File: src/rtl/rx_frame_ctrl.sv
`default_nettype none
// ============================================================================
// Module  : rx_frame_ctrl
// Brief   : UART RX sequencer - oversampled majority-vote deframer with
//           start-glitch, parity and stop checks.
// Rev     : 1.0  initial release
// ============================================================================
module rx_frame_ctrl #(
    parameter int DATA_W  = 8,
    parameter int PRESC_W = 6
) (
    input  logic               CLK,
    input  logic               RST,
    input  logic               RX_IN,
    input  logic [PRESC_W-1:0] Prescale,
    input  logic               PAR_EN,
    input  logic               par_err,
    output logic               par_chk_en,
    output logic               sampled_bit,
    output logic [DATA_W-1:0]  P_DATA,
    output logic               data_valid,
    output logic               frame_par_err,
    output logic               frame_stp_err,
    output logic               strt_glitch
);

    localparam int BIT_W = $clog2(DATA_W);
    localparam logic [BIT_W-1:0] C_LAST_BIT = BIT_W'(DATA_W - 1);

    typedef enum logic [2:0] {
        S_IDLE   = 3'd0,
        S_START  = 3'd1,
        S_DATA   = 3'd2,
        S_PARITY = 3'd3,
        S_STOP   = 3'd4
    } state_t;

    state_t             state_q, state_d;
    logic [PRESC_W-1:0] edge_cnt_q, edge_cnt_d;
    logic [BIT_W-1:0]   bit_cnt_q, bit_cnt_d;
    logic [1:0]         vote_q, vote_d;
    logic               sampled_bit_q, sampled_bit_d;
    logic [DATA_W-1:0]  p_data_q, p_data_d;
    logic               par_en_q, par_en_d;
    logic               par_flag_q, par_flag_d;
    logic               data_valid_q, data_valid_d;
    logic               frame_par_err_q, frame_par_err_d;
    logic               frame_stp_err_q, frame_stp_err_d;
    logic               strt_glitch_q, strt_glitch_d;

    logic [PRESC_W-1:0] w_half;
    logic               w_edge_last;
    logic               w_stp_bad;

    assign w_half      = {1'b0, Prescale[PRESC_W-1:1]};
    assign w_edge_last = (edge_cnt_q == Prescale - PRESC_W'(1));

    always_comb begin
        state_d         = state_q;
        edge_cnt_d      = edge_cnt_q;
        bit_cnt_d       = bit_cnt_q;
        vote_d          = vote_q;
        sampled_bit_d   = sampled_bit_q;
        p_data_d        = p_data_q;
        par_en_d        = par_en_q;
        par_flag_d      = par_flag_q;
        data_valid_d    = 1'b0;
        frame_par_err_d = 1'b0;
        frame_stp_err_d = 1'b0;
        strt_glitch_d   = 1'b0;
        w_stp_bad       = 1'b0;

        // Three samples straddle mid-bit; the vote lands at the end of edge P/2.
        if (state_q != S_IDLE) begin
            edge_cnt_d = w_edge_last ? '0 : edge_cnt_q + PRESC_W'(1);
            if (edge_cnt_q == w_half - PRESC_W'(2)) vote_d[0] = RX_IN;
            if (edge_cnt_q == w_half - PRESC_W'(1)) vote_d[1] = RX_IN;
            if (edge_cnt_q == w_half) begin
                sampled_bit_d = (vote_q[0] & vote_q[1]) | (vote_q[0] & RX_IN) |
                                (vote_q[1] & RX_IN);
            end
        end

        case (state_q)
            S_IDLE: begin
                edge_cnt_d = '0;
                if (!RX_IN) begin
                    state_d    = S_START;
                    par_en_d   = PAR_EN;
                    par_flag_d = 1'b0;
                end
            end
            S_START: begin
                if (w_edge_last) begin
                    if (sampled_bit_q) begin
                        state_d       = S_IDLE;
                        strt_glitch_d = 1'b1;
                    end else begin
                        state_d   = S_DATA;
                        bit_cnt_d = '0;
                    end
                end
            end
            S_DATA: begin
                if (edge_cnt_q == w_half + PRESC_W'(1)) begin
                    p_data_d = {sampled_bit_q, p_data_q[DATA_W-1:1]};
                end
                if (w_edge_last) begin
                    if (bit_cnt_q == C_LAST_BIT) begin
                        state_d = par_en_q ? S_PARITY : S_STOP;
                    end else begin
                        bit_cnt_d = bit_cnt_q + BIT_W'(1);
                    end
                end
            end
            S_PARITY: begin
                if (w_edge_last) begin
                    par_flag_d = par_err;
                    state_d    = S_STOP;
                end
            end
            S_STOP: begin
                if (w_edge_last) begin
                    w_stp_bad       = ~sampled_bit_q;
                    state_d         = S_IDLE;
                    frame_par_err_d = par_flag_q;
                    frame_stp_err_d = w_stp_bad;
                    data_valid_d    = ~par_flag_q & ~w_stp_bad;
                end
            end
            default: state_d = S_IDLE;
        endcase
    end

    always_ff @(posedge CLK or posedge RST) begin
        if (RST) begin
            state_q         <= S_IDLE;
            edge_cnt_q      <= '0;
            bit_cnt_q       <= '0;
            vote_q          <= '0;
            sampled_bit_q   <= 1'b1;
            p_data_q        <= '0;
            par_en_q        <= 1'b0;
            par_flag_q      <= 1'b0;
            data_valid_q    <= 1'b0;
            frame_par_err_q <= 1'b0;
            frame_stp_err_q <= 1'b0;
            strt_glitch_q   <= 1'b0;
        end else begin
            state_q         <= state_d;
            edge_cnt_q      <= edge_cnt_d;
            bit_cnt_q       <= bit_cnt_d;
            vote_q          <= vote_d;
            sampled_bit_q   <= sampled_bit_d;
            p_data_q        <= p_data_d;
            par_en_q        <= par_en_d;
            par_flag_q      <= par_flag_d;
            data_valid_q    <= data_valid_d;
            frame_par_err_q <= frame_par_err_d;
            frame_stp_err_q <= frame_stp_err_d;
            strt_glitch_q   <= strt_glitch_d;
        end
    end

    assign par_chk_en    = (state_q == S_PARITY) && (edge_cnt_q >= w_half + PRESC_W'(1));
    assign sampled_bit   = sampled_bit_q;
    assign P_DATA        = p_data_q;
    assign data_valid    = data_valid_q;
    assign frame_par_err = frame_par_err_q;
    assign frame_stp_err = frame_stp_err_q;
    assign strt_glitch   = strt_glitch_q;

endmodule
`default_nettype wire

File: config.mk
export PLATFORM = sky130hd
export DESIGN_NAME = rx_frame_ctrl
export DESIGN_NICKNAME = d
export VERILOG_FILES = /design/src/rtl/rx_frame_ctrl.sv
export SDC_FILE = /design/constraint.sdc
export NUM_CORES = 1
export LEC_CHECK = 0
export CAP_MARGIN = 20
export CORE_UTILIZATION = 60
export CTS_BUF_LIST = sky130_fd_sc_hd__clkbuf_16
export DETAILED_ROUTE_END_ITERATION = 8
export GPL_TIMING_DRIVEN = 0
export PLACE_DENSITY_LB_ADDON = 0.2
export REMOVE_ABC_BUFFERS = 1
export SLEW_MARGIN = 20
export SYNTH_ARGS = -nofsm -noshare
export SYNTH_HDL_FRONTEND = slang
export SYNTH_SLANG_ARGS = --single-unit
File: constraint.sdc
create_clock -name CLK -period 4.1 [get_ports CLK]
set_input_delay 0.615 -clock CLK [delete_from_list [all_inputs] [get_ports CLK]]
set_output_delay 0.615 -clock CLK [all_outputs]
set_load 0.03 [all_outputs]
==> results of run 1 <==
-- sequential cells by signal, indices dropped and copies added (netlist names) --
signal         flops
P_DATA             8
bit_cnt_q          3
data_valid         1
edge_cnt_q         6
frame_par_err      1
frame_stp_err      1
par_en_q           1
par_flag_q         1
sampled_bit        1
state_q            3
strt_glitch        1
vote_q             2
-- worst reg2reg max path, stage by stage, from the launching register on --
cell and delay [ns]:
dfrtp_1 0.55, xnor2_2 0.23, xnor2_1 0.14, or3_1 0.50, nor3_2 0.72, nor3b_1 0.28
-- per-stage QoR --
stage          utilization [%]  cells  setup WS (ns)  power, mW
3_5_place_dp              72.3    269         0.0710       1.02
6_report                  76.8    277          0.422       1.35
3_3_place_gp              72.3    269         0.0986      0.986
4_1_cts                   76.7    277         0.0640       1.35
5_1_grt                   76.8    277          0.259       1.45
2_1_floorplan                -    201           1.27      0.866
-- path summary, 6_finish.rpt --
kind                       slack (ns)                       to                     from  cells after the start
setup / recovery                 0.42               par_chk_en              Prescale[2]                     11
min in group asynchronous        0.75  frame_par_err$_DFF_PP0_                      RST                      2
max in group asynchronous        2.96  edge_cnt_q[1]$_DFF_PP0_                      RST                      2
setup reg to reg                 1.60  frame_stp_err$_DFF_PP0_  edge_cnt_q[2]$_DFF_PP0_                      5
hold / removal                   0.50    P_DATA[0]$_DFFE_PP0P_    P_DATA[0]$_DFFE_PP0P_                      1
hold reg to reg                  0.50    P_DATA[0]$_DFFE_PP0P_    P_DATA[0]$_DFFE_PP0P_                      1
-- synth_stat cells (2+ instances only) --
library cell / n / area, sq um
inv_1: 17 / 63.8
o21a_1: 2 / 15.0
xor2_1: 11 / 96.3
nand2b_1: 5 / 31.3
nand4_1: 2 / 12.5
and3_1: 5 / 31.3
nor3b_1: 6 / 45.0
o21ai_0: 3 / 15.0
buf_2: 3 / 15.0
ha_1: 16 / 200
mux2_2: 10 / 113
or3_1: 4 / 25.0
nor4_1: 5 / 31.3
nor2b_1: 4 / 25.0
clkbuf_1: 2 / 7.51
o2bb2ai_1: 4 / 35.0
a21o_1: 2 / 15.0
nand3_1: 9 / 45.0
a21oi_1: 8 / 40.0
dfrtp_1: 28 / 701
nor3_1: 10 / 50.1
xnor2_1: 10 / 87.6
nand2_1: 10 / 37.5
nor2_1: 10 / 37.5
buf_4: 3 / 22.5
a31oi_1: 2 / 12.5
-- area by class of cell --
type | instances | area share, %
well taps | 44 | 2.31
flip-flops and latches | 29 | 30.5
repair buffers | 24 | 10.2
multi-input cells | 155 | 48.6
clock buffers | 5 | 5.25
inverters | 17 | 2.68
clock inverters | 3 | 0.472
-- power by group through the flow --
stage	Sequential (mW)	Combinational [mW]	Clock (mW)
global route	0.507	0.595	0.343
finish	0.497	0.528	0.329
global placement	0.491	0.496	0
CTS	0.491	0.528	0.332
floorplan	0.461	0.405	0
detailed placement	0.494	0.524	0
-- cells by family after synthesis --
family | share of synthesized area [%]
compound gates | 10.4
xor+xnor | 9.98
fa+ha+maj | 9.98
buf+inv | 5.99
flops | 36.2
mux | 6.11
simple gates | 21.3
-- per-layer routing --
| metal | global-route usage, % | vias to the layer above |
|---|---|---|
| met2 | 46.5 | 35 |
| met5 | 0 | - |
| met1 | 33.7 | 779 |
| met4 | 8.64 | 0 |
| li1 | - | 788 |
| met3 | 6.49 | 8 |
==> impl_metrics.csv, run 1 <==
group,metric,value,unit
status,outcome,"complete, no violations",
logic_synthesis,synth_warnings,0,
worst_setup_path,crit_type,"in2out",
hold_path,hold_path.class,"reg2reg",
global_route,grt_usage,27.2,%
clocking,cts_tree,"done",
sta,setup_viol_count_final,0,
final_layout,multi_input_area,1160,sq um
final_layout,register_area,727,sq um
sta,fin_tns_setup,0,ns
final_layout,final_layout_size_suffix_gt1_share,8.15,%
worst_setup_path,arrival,3.06,ns
routing,first_pass_iters,5,
floorplanning,core_area,3100,sq um
floorplanning,start_util,64.6,%
clocking,cts.path.max_buffers,2,
routing,drt_iter0_drc,134,
final_layout,final.fill_count,240,
final_layout,final_cell_mix,"dfrtp_1 (28), clkdlybuf4s50_1 (23), inv_1 (18)",
routing,drc,0,
sta,layout_min_cycle_time,3.68,ns
routing,route.top_layer_used,"met4",
clocking,root_buffer,"clkbuf_16",
global_route,grt_first_pass_wirelength,7220,um
final_layout,syn_to_final_growth,18.8,%
worst_setup_path,cpMaxStageDelayCell,"clkdlybuf4s50_1",
worst_setup_path,crit_chain,"clkdlybuf4s50_1 > inv_1 > ha_1 > inv_1 > ha_1 > nor2b_1 > o21a_1 > o21a_1 > o211ai_1 > a31oi_1 > dlymetal6s2s_1",
clocking,clk_pin_slew,0.05,ns
worst_setup_path,crit_fanout,6,
power,p_sw_share,38.5,%
power,intPower,0.832,mW
sta,fin_crit_sh,89.7,%
worst_setup_path,critPathTopFamily,"buffers and inverters",
sta,fmax,272,MHz
power,p_leak,1.08,nW
logic_synthesis,ys_seq_area_share,36.2,%
placement,place_area,2240,sq um
clocking,clk_latency,0.27,ns
sta,hold_slack,0.503,ns
logic_synthesis,async_flop_share,100,%
clocking,cts_buffers,5,
worst_setup_path,end_kind,"output port",
floorplanning,dieArea,3580,sq um
sta,drv_slew,0,
logic_synthesis,syn_area,2010,sq um
final_layout,diodes,0,
worst_setup_path,cp_slowest_stage_delay,0.63,ns
placement,gp_congestion,0.918,
power,seqPwrFrac,36.7,%
routing,via_count,1610,
power,clkPwrFrac,24.3,%
power,switching_power,0.522,mW
routing,dr_wl_met3,144,um
routing,drt-vias-per-instance,5.81,
worst_setup_path,critPathBufInv,4,
power,ir_drop,0.526,mV
routing,wirelength,4330,um
floorplanning,rows,20,
sta,maxSlewHeadroom,43.1,%
floorplanning,fp.dieH,59.8,um
final_layout,fin_area,2380,sq um
routing,wl_per_cell,15.6,um
power,combPwrFrac,39.0,%
clocking,hold_buffers,0,
clocking,cts.repair.resized,0,
worst_setup_path,cp.required,3.48,ns
global_route,grt_pass1_vias,1582,
clocking,htreeDepth,2,
global_route,gr-total-overflow,0,
logic_synthesis,synth_area_per_cell,9.55,sq um
logic_synthesis,synth_cell_types,45,
logic_synthesis,synthCells,210,
routing,m1WireLength,1950,um
placement,io_buffers,24,
sta,hold_violations,0,
routing,antenna_left,0,
sta,skew,0.00173,ns
clocking,clock-sinks,29,
final_layout,layout_commonest_cell,"dfrtp_1",
final_layout,nets,259,
job,maxCapViolations,0,
clocking,cts_setup_buffers,0,
routing,dr_wl_met2,2190,um
floorplanning,ioPinCount,25,
placement,place_hpwl,3170,um
logic_synthesis,ys_ff_latch,29,
logic_synthesis,synth_edf_count,0,
power,power.density,568,nW/um^2
worst_setup_path,critPathLaunchType,"primary input",
logic_synthesis,ys.flop_type,"dfrtp_1",
global_route,antenna_found_initial,0,
floorplanning,die_width,59.8,um
sta,tightest_slew,0.847,ns
global_route,grt_max_degree,30,
sta,rsz0062_at_grt,"false",
Power figures use the tool's default switching activity.
==> run 2, diff against run 1 <==
Settings changed: SLEW_MARGIN 20 to 0.
==> run 2 against run 1 <==
- worst setup slack better by 0.0011 ns
- wire length up 3.9%
- highest routed layer unchanged
- critical path depth is the same
- clock power hardly changed
- sequential cell count unchanged
- combinational power increased by 0.9%
- first-iteration DRC count decreased by 25%
- clock skew grew 0.00070 ns
- via count rose by 1.6%
- non-clock buffer count is 1 higher
==> impl_metrics.csv, run 2 (synthesis results as in run 1) <==
group,metric,value,unit
sta,layout_min_cycle_time,3.68,ns
clocking,clock-sinks,29,
clocking,cts_setup_buffers,0,
final_layout,fin_area,2410,sq um
floorplanning,die_width,59.8,um
sta,hold_slack,0.501,ns
worst_setup_path,cpMaxStageDelayCell,"clkdlybuf4s50_1",
final_layout,diodes,0,
sta,fin_tns_setup,0,ns
final_layout,final_layout_size_suffix_gt1_share,8.12,%
final_layout,fin_util,77.7,%
sta,setup_viol_count_final,0,
floorplanning,ioPinCount,25,
sta,skew,0.00243,ns
routing,wirelength,4500,um
clocking,clk_latency,0.27,ns
global_route,grt_usage,27.2,%
sta,fin_crit_sh,89.7,%
sta,fmax,272,MHz
floorplanning,start_util,64.6,%
global_route,gr-usage-met3,6.49,%
sta,tightest_slew,0.840,ns
global_route,grt_first_pass_wirelength,7220,um
global_route,grt_max_degree,30,
final_layout,largest_reg_flops,8,
floorplanning,core_area,3100,sq um
global_route,grt_busiest_layer,"met2",
routing,via_count,1636,
power,p_total,1.36,mW
final_layout,syn_to_final_growth,20.2,%
placement,io_buffers,24,
status,outcome,"complete, no violations",
clocking,root_buffer,"clkbuf_16",
routing,drt-vias-per-instance,5.88,
job,maxCapViolations,0,
routing,wl_per_cell,16.2,um
global_route,antenna_found_initial,0,
worst_setup_path,crit_chain,"clkdlybuf4s50_1 > inv_1 > ha_1 > inv_1 > ha_1 > nor2b_1 > o21a_1 > o21a_1 > o211ai_1 > a31oi_1 > dlymetal6s2s_1",
floorplanning,rows,20,
final_layout,layout_commonest_cell,"dfrtp_1",
power,power.density,565,nW/um^2
worst_setup_path,crit_fanout,6,
clocking,cts_buffers,5,
worst_setup_path,cp.depth,11,
clocking,cts.path.max_buffers,2,
clocking,cts_tree,"done",
clocking,clk_pin_slew,0.05,ns
global_route,grt_use_met1,33.7,%
routing,drc,0,
sta,timing.final.ws_setup,0.423,ns
sta,rsz0062_at_grt,"false",
clocking,htreeDepth,2,
hold_path,hold_path.class,"reg2reg",
hold_path,min_path_cells,1,
worst_setup_path,cp.required,3.48,ns
worst_setup_path,critPathBufInv,4,
worst_setup_path,arrival,3.06,ns
global_route,gr-total-overflow,0,
clocking,cts.repair.resized,0,
worst_setup_path,end_kind,"output port",
routing,drt_iter0_drc,100,
power,p_leak,1.10,nW
worst_setup_path,critPathLaunchType,"primary input",
sta,drv_slew,0,
sta,hold_violations,0,
final_layout,nets,260,
final_layout,final_cell_mix,"dfrtp_1 (28), clkdlybuf4s50_1 (23), inv_1 (19)",
global_route,use_met2,46.5,%
clocking,hold_buffers,0,
sta,maxSlewHeadroom,43.6,%
placement,dpl_worst_slack,0.0710,ns
power,ir_drop,0.525,mV
floorplanning,fp.dieH,59.8,um
final_layout,fin_cells,278,
placement,dp_cells,269,
worst_setup_path,critPathTopFamily,"buffers and inverters",
placement,gp_congestion,0.918,
placement,place_hpwl,3170,um
floorplanning,dieArea,3580,sq um
worst_setup_path,crit_type,"in2out",
routing,first_pass_iters,4,
routing,antenna_left,0,
worst_setup_path,worstRegToRegCells,5,
global_route,grt_pass1_vias,1582,
worst_setup_path,cp_slowest_stage_delay,0.63,ns
placement,place_area,2240,sq um
[run 2: final timing paths]
path	slack [ns]	from	end
worst max register to register	1.55	edge_cnt_q[2]$_DFF_PP0_	data_valid$_DFF_PP0_
max in group asynchronous	2.84	RST	sampled_bit$_DFFE_PP1P_
min in group asynchronous	0.70	RST	frame_par_err$_DFF_PP0_
worst max-delay path	0.42	Prescale[2]	par_chk_en
worst min register to register	0.50	P_DATA[0]$_DFFE_PP0P_	P_DATA[0]$_DFFE_PP0P_
worst min-delay path	0.50	P_DATA[0]$_DFFE_PP0P_	P_DATA[0]$_DFFE_PP0P_
[run 2: report_power, final]
group,switching (mW),internal [mW],leakage (nW)
Clock,0.114,0.217,0.0738
Combinational,0.277,0.256,0.652
Sequential,0.136,0.363,0.373
[run 2: layout make-up]
class,instances,area (sq um)
Timing Repair Buffer,25,270
Clock buffer,5,125
Multi-Input combinational cell,155,1160
Sequential cell,29,727
Fill cell,234,692
Tap cell,44,55.1
Inverter,17,63.8
Clock inverter,3,11.3
[run 2: routing by layer]
| metal | up-vias | wire [um] |
|---|---|---|
| li1 | 790 | - |
| met1 | 798 | 1990 |
| met2 | 42 | 2290 |
| met3 | 6 | 176 |
| met4 | 0 | 49 |
| met5 | - | 0 |
==> run 3, diff against run 2 <==
Settings changed: CORE_UTILIZATION 60 to 55.
Clock period 4.1 ns to 3.5 ns, I/O delays scaled along.
==> run 3 against run 2 <==
- non-clock buffer count is the same
- global-route usage shrank 3.0 points
- critical path depth is the same
- hold slack lost 0.028 ns
- largest cell class unchanged
==> impl_metrics.csv, run 3 (synthesis results as in run 1) <==
group,metric,value,unit
status,outcome,"complete, no violations",
final_layout,syn_to_final_growth,20.5,%
power,clkPwrFrac,24.4,%
worst_setup_path,critPathTopFamily,"buffers and inverters",
routing,wl_per_cell,15.8,um
clocking,cts_buffers,5,
power,p_leak,1.09,nW
global_route,antenna_found_initial,0,
power,seqPwrFrac,35.6,%
worst_setup_path,cp_slowest_stage_delay,0.38,ns
power,p_total,1.62,mW
worst_setup_path,cpMaxStageDelayCell,"dlygate4sd2_1",
clocking,cts_tree,"done",
routing,drt_iter0_drc,105,
floorplanning,start_util,58.7,%
sta,hold_violations,0,
floorplanning,die_width,62.4,um
worst_setup_path,cp.required,2.97,ns
clocking,clock-sinks,29,
routing,drt-vias-per-instance,5.86,
worst_setup_path,crit_fanout,6,
global_route,gr-total-overflow,0,
sta,fmax,302,MHz
worst_setup_path,crit_chain,"dlygate4sd2_1 > inv_1 > ha_1 > inv_1 > ha_1 > nor2b_1 > o21a_1 > o21a_1 > o211ai_1 > a31oi_1 > clkdlybuf4s15_2",
power,p_sw_share,39.1,%
power,power.density,669,nW/um^2
power,combPwrFrac,40.0,%
global_route,grt_pass1_vias,1683,
final_layout,layout_commonest_cell,"dfrtp_1",
final_layout,largest_reg_flops,8,
final_layout,diodes,0,
floorplanning,dieArea,3890,sq um
floorplanning,rows,21,
power,switching_power,0.633,mW
routing,drc,0,
global_route,grt_first_pass_wirelength,7320,um
placement,place_hpwl,3130,um
routing,via_count,1640,
clocking,cts.path.max_buffers,2,
placement,gp_congestion,0.868,
final_layout,fin_area,2420,sq um
sta,layout_min_cycle_time,3.31,ns
routing,antenna_left,0,
floorplanning,core_area,3420,sq um
worst_setup_path,critPathLaunchType,"primary input",
placement,place_area,2250,sq um
clocking,clk_pin_slew,0.05,ns
global_route,grt_max_degree,30,
clocking,clk_latency,0.27,ns
worst_setup_path,crit_type,"in2out",
power,intPower,0.984,mW
final_layout,nets,260,
job,maxCapViolations,0,
floorplanning,fp.dieH,62.4,um
routing,wirelength,4420,um
floorplanning,ioPinCount,25,
sta,rsz0062_at_grt,"false",
clocking,htreeDepth,2,
sta,hold_slack,0.473,ns
hold_path,hold_path.class,"in2async",
sta,skew,0.00194,ns
sta,fin_crit_sh,94.5,%
final_layout,final_layout_size_suffix_gt1_share,9.40,%
sta,drv_slew,0,
clocking,root_buffer,"clkbuf_16",
sta,setup_viol_count_final,0,
power,ir_drop,0.484,mV
sta,maxSlewHeadroom,40.2,%
routing,first_pass_iters,4,
worst_setup_path,end_kind,"output port",
worst_setup_path,arrival,2.78,ns
worst_setup_path,critPathBufInv,4,
final_layout,final_cell_mix,"dfrtp_1 (28), clkdlybuf4s50_1 (21), inv_1 (18)",
sta,tightest_slew,0.890,ns
global_route,grt_usage,24.2,%
placement,io_buffers,24,
==> run 3: cell types whose count changed in the layout (fill, tap and decap cells not counted), sizes merged <==
cell | previous run | this run
clkdlybuf4s15 | 0 | 1
clkdlybuf4s50 | 23 | 21
clkinv | 1 | 2
dlygate4sd2 | 0 | 1
inv | 19 | 18
==> run 3: per-stage QoR <==
| step | utilization (%) | setup TNS (ns) | cells | setup slack (ns) |
|---|---|---|---|---|
| after global routing | 70.7 | 0 | 280 | 0.0663 |
| after CTS | 69.9 | 0 | 279 | 0.0422 |
| after global placement | 65.8 | -0.326 | 271 | -0.326 |
| final | 70.7 | 0 | 280 | 0.191 |
| after detailed placement | 65.8 | -0.404 | 271 | -0.404 |
| after floorplan | - | 0 | 201 | 0.846 |
==> run 3: area by class of cell <==
type / count / area [sq um]
inverters: 17 / 63.8
flip-flops and latches: 29 / 727
well taps: 46 / 57.6
clock buffers: 5 / 125
fillers: 263 / 1000
multi-input cells: 155 / 1160
clock inverters: 3 / 13.8
repair buffers: 25 / 270
==> run 3: power groups by stage <==
| stage | sequential (mW) | combinational (mW) | clock [mW] |
|---|---|---|---|
| finish | 0.575 | 0.646 | 0.395 |
| global route | 0.593 | 0.714 | 0.417 |
| floorplan | 0.540 | 0.475 | 0 |
| CTS | 0.572 | 0.633 | 0.398 |
| global placement | 0.570 | 0.580 | 0 |
| detailed placement | 0.575 | 0.624 | 0 |
==> run 3: final timing paths <==
| kind | startpoint | end | slack [ns] | cells after the start |
|---|---|---|---|---|
| setup / recovery | Prescale[2] | par_chk_en | 0.19 | 11 |
| hold / removal | RST | par_flag_q$_DFFE_PP0P_ | 0.47 | 2 |
| setup reg to reg | edge_cnt_q[2]$_DFF_PP0_ | data_valid$_DFF_PP0_ | 0.96 | 5 |
| hold reg to reg | bit_cnt_q[2]$_DFFE_PP0P_ | bit_cnt_q[2]$_DFFE_PP0P_ | 0.51 | 2 |
| max in group asynchronous | RST | sampled_bit$_DFFE_PP1P_ | 2.56 | 3 |
| min in group CLK | bit_cnt_q[2]$_DFFE_PP0P_ | bit_cnt_q[2]$_DFFE_PP0P_ | 0.51 | 2 |
==> run 3: layer usage <==
| metal | global-route usage, % | vias to the layer above | share of wire [%] |
|---|---|---|---|
| li1 | - | 785 | - |
| met1 | 27.0 | 807 | 43 |
| met2 | 42.0 | 38 | 52 |
| met3 | 7.85 | 10 | 3.8 |
| met4 | 10.5 | 0 | 1.6 |
| met5 | 0 | - | 0 |
==> run 3: what timing repair did <==
item | in CTS | in global routing
setup endpoints to repair | 1 | 1
pin swaps | 0 | 0
hold buffers | 0 | 0
setup buffers | 0 | 0
resized for setup | 5 | 1
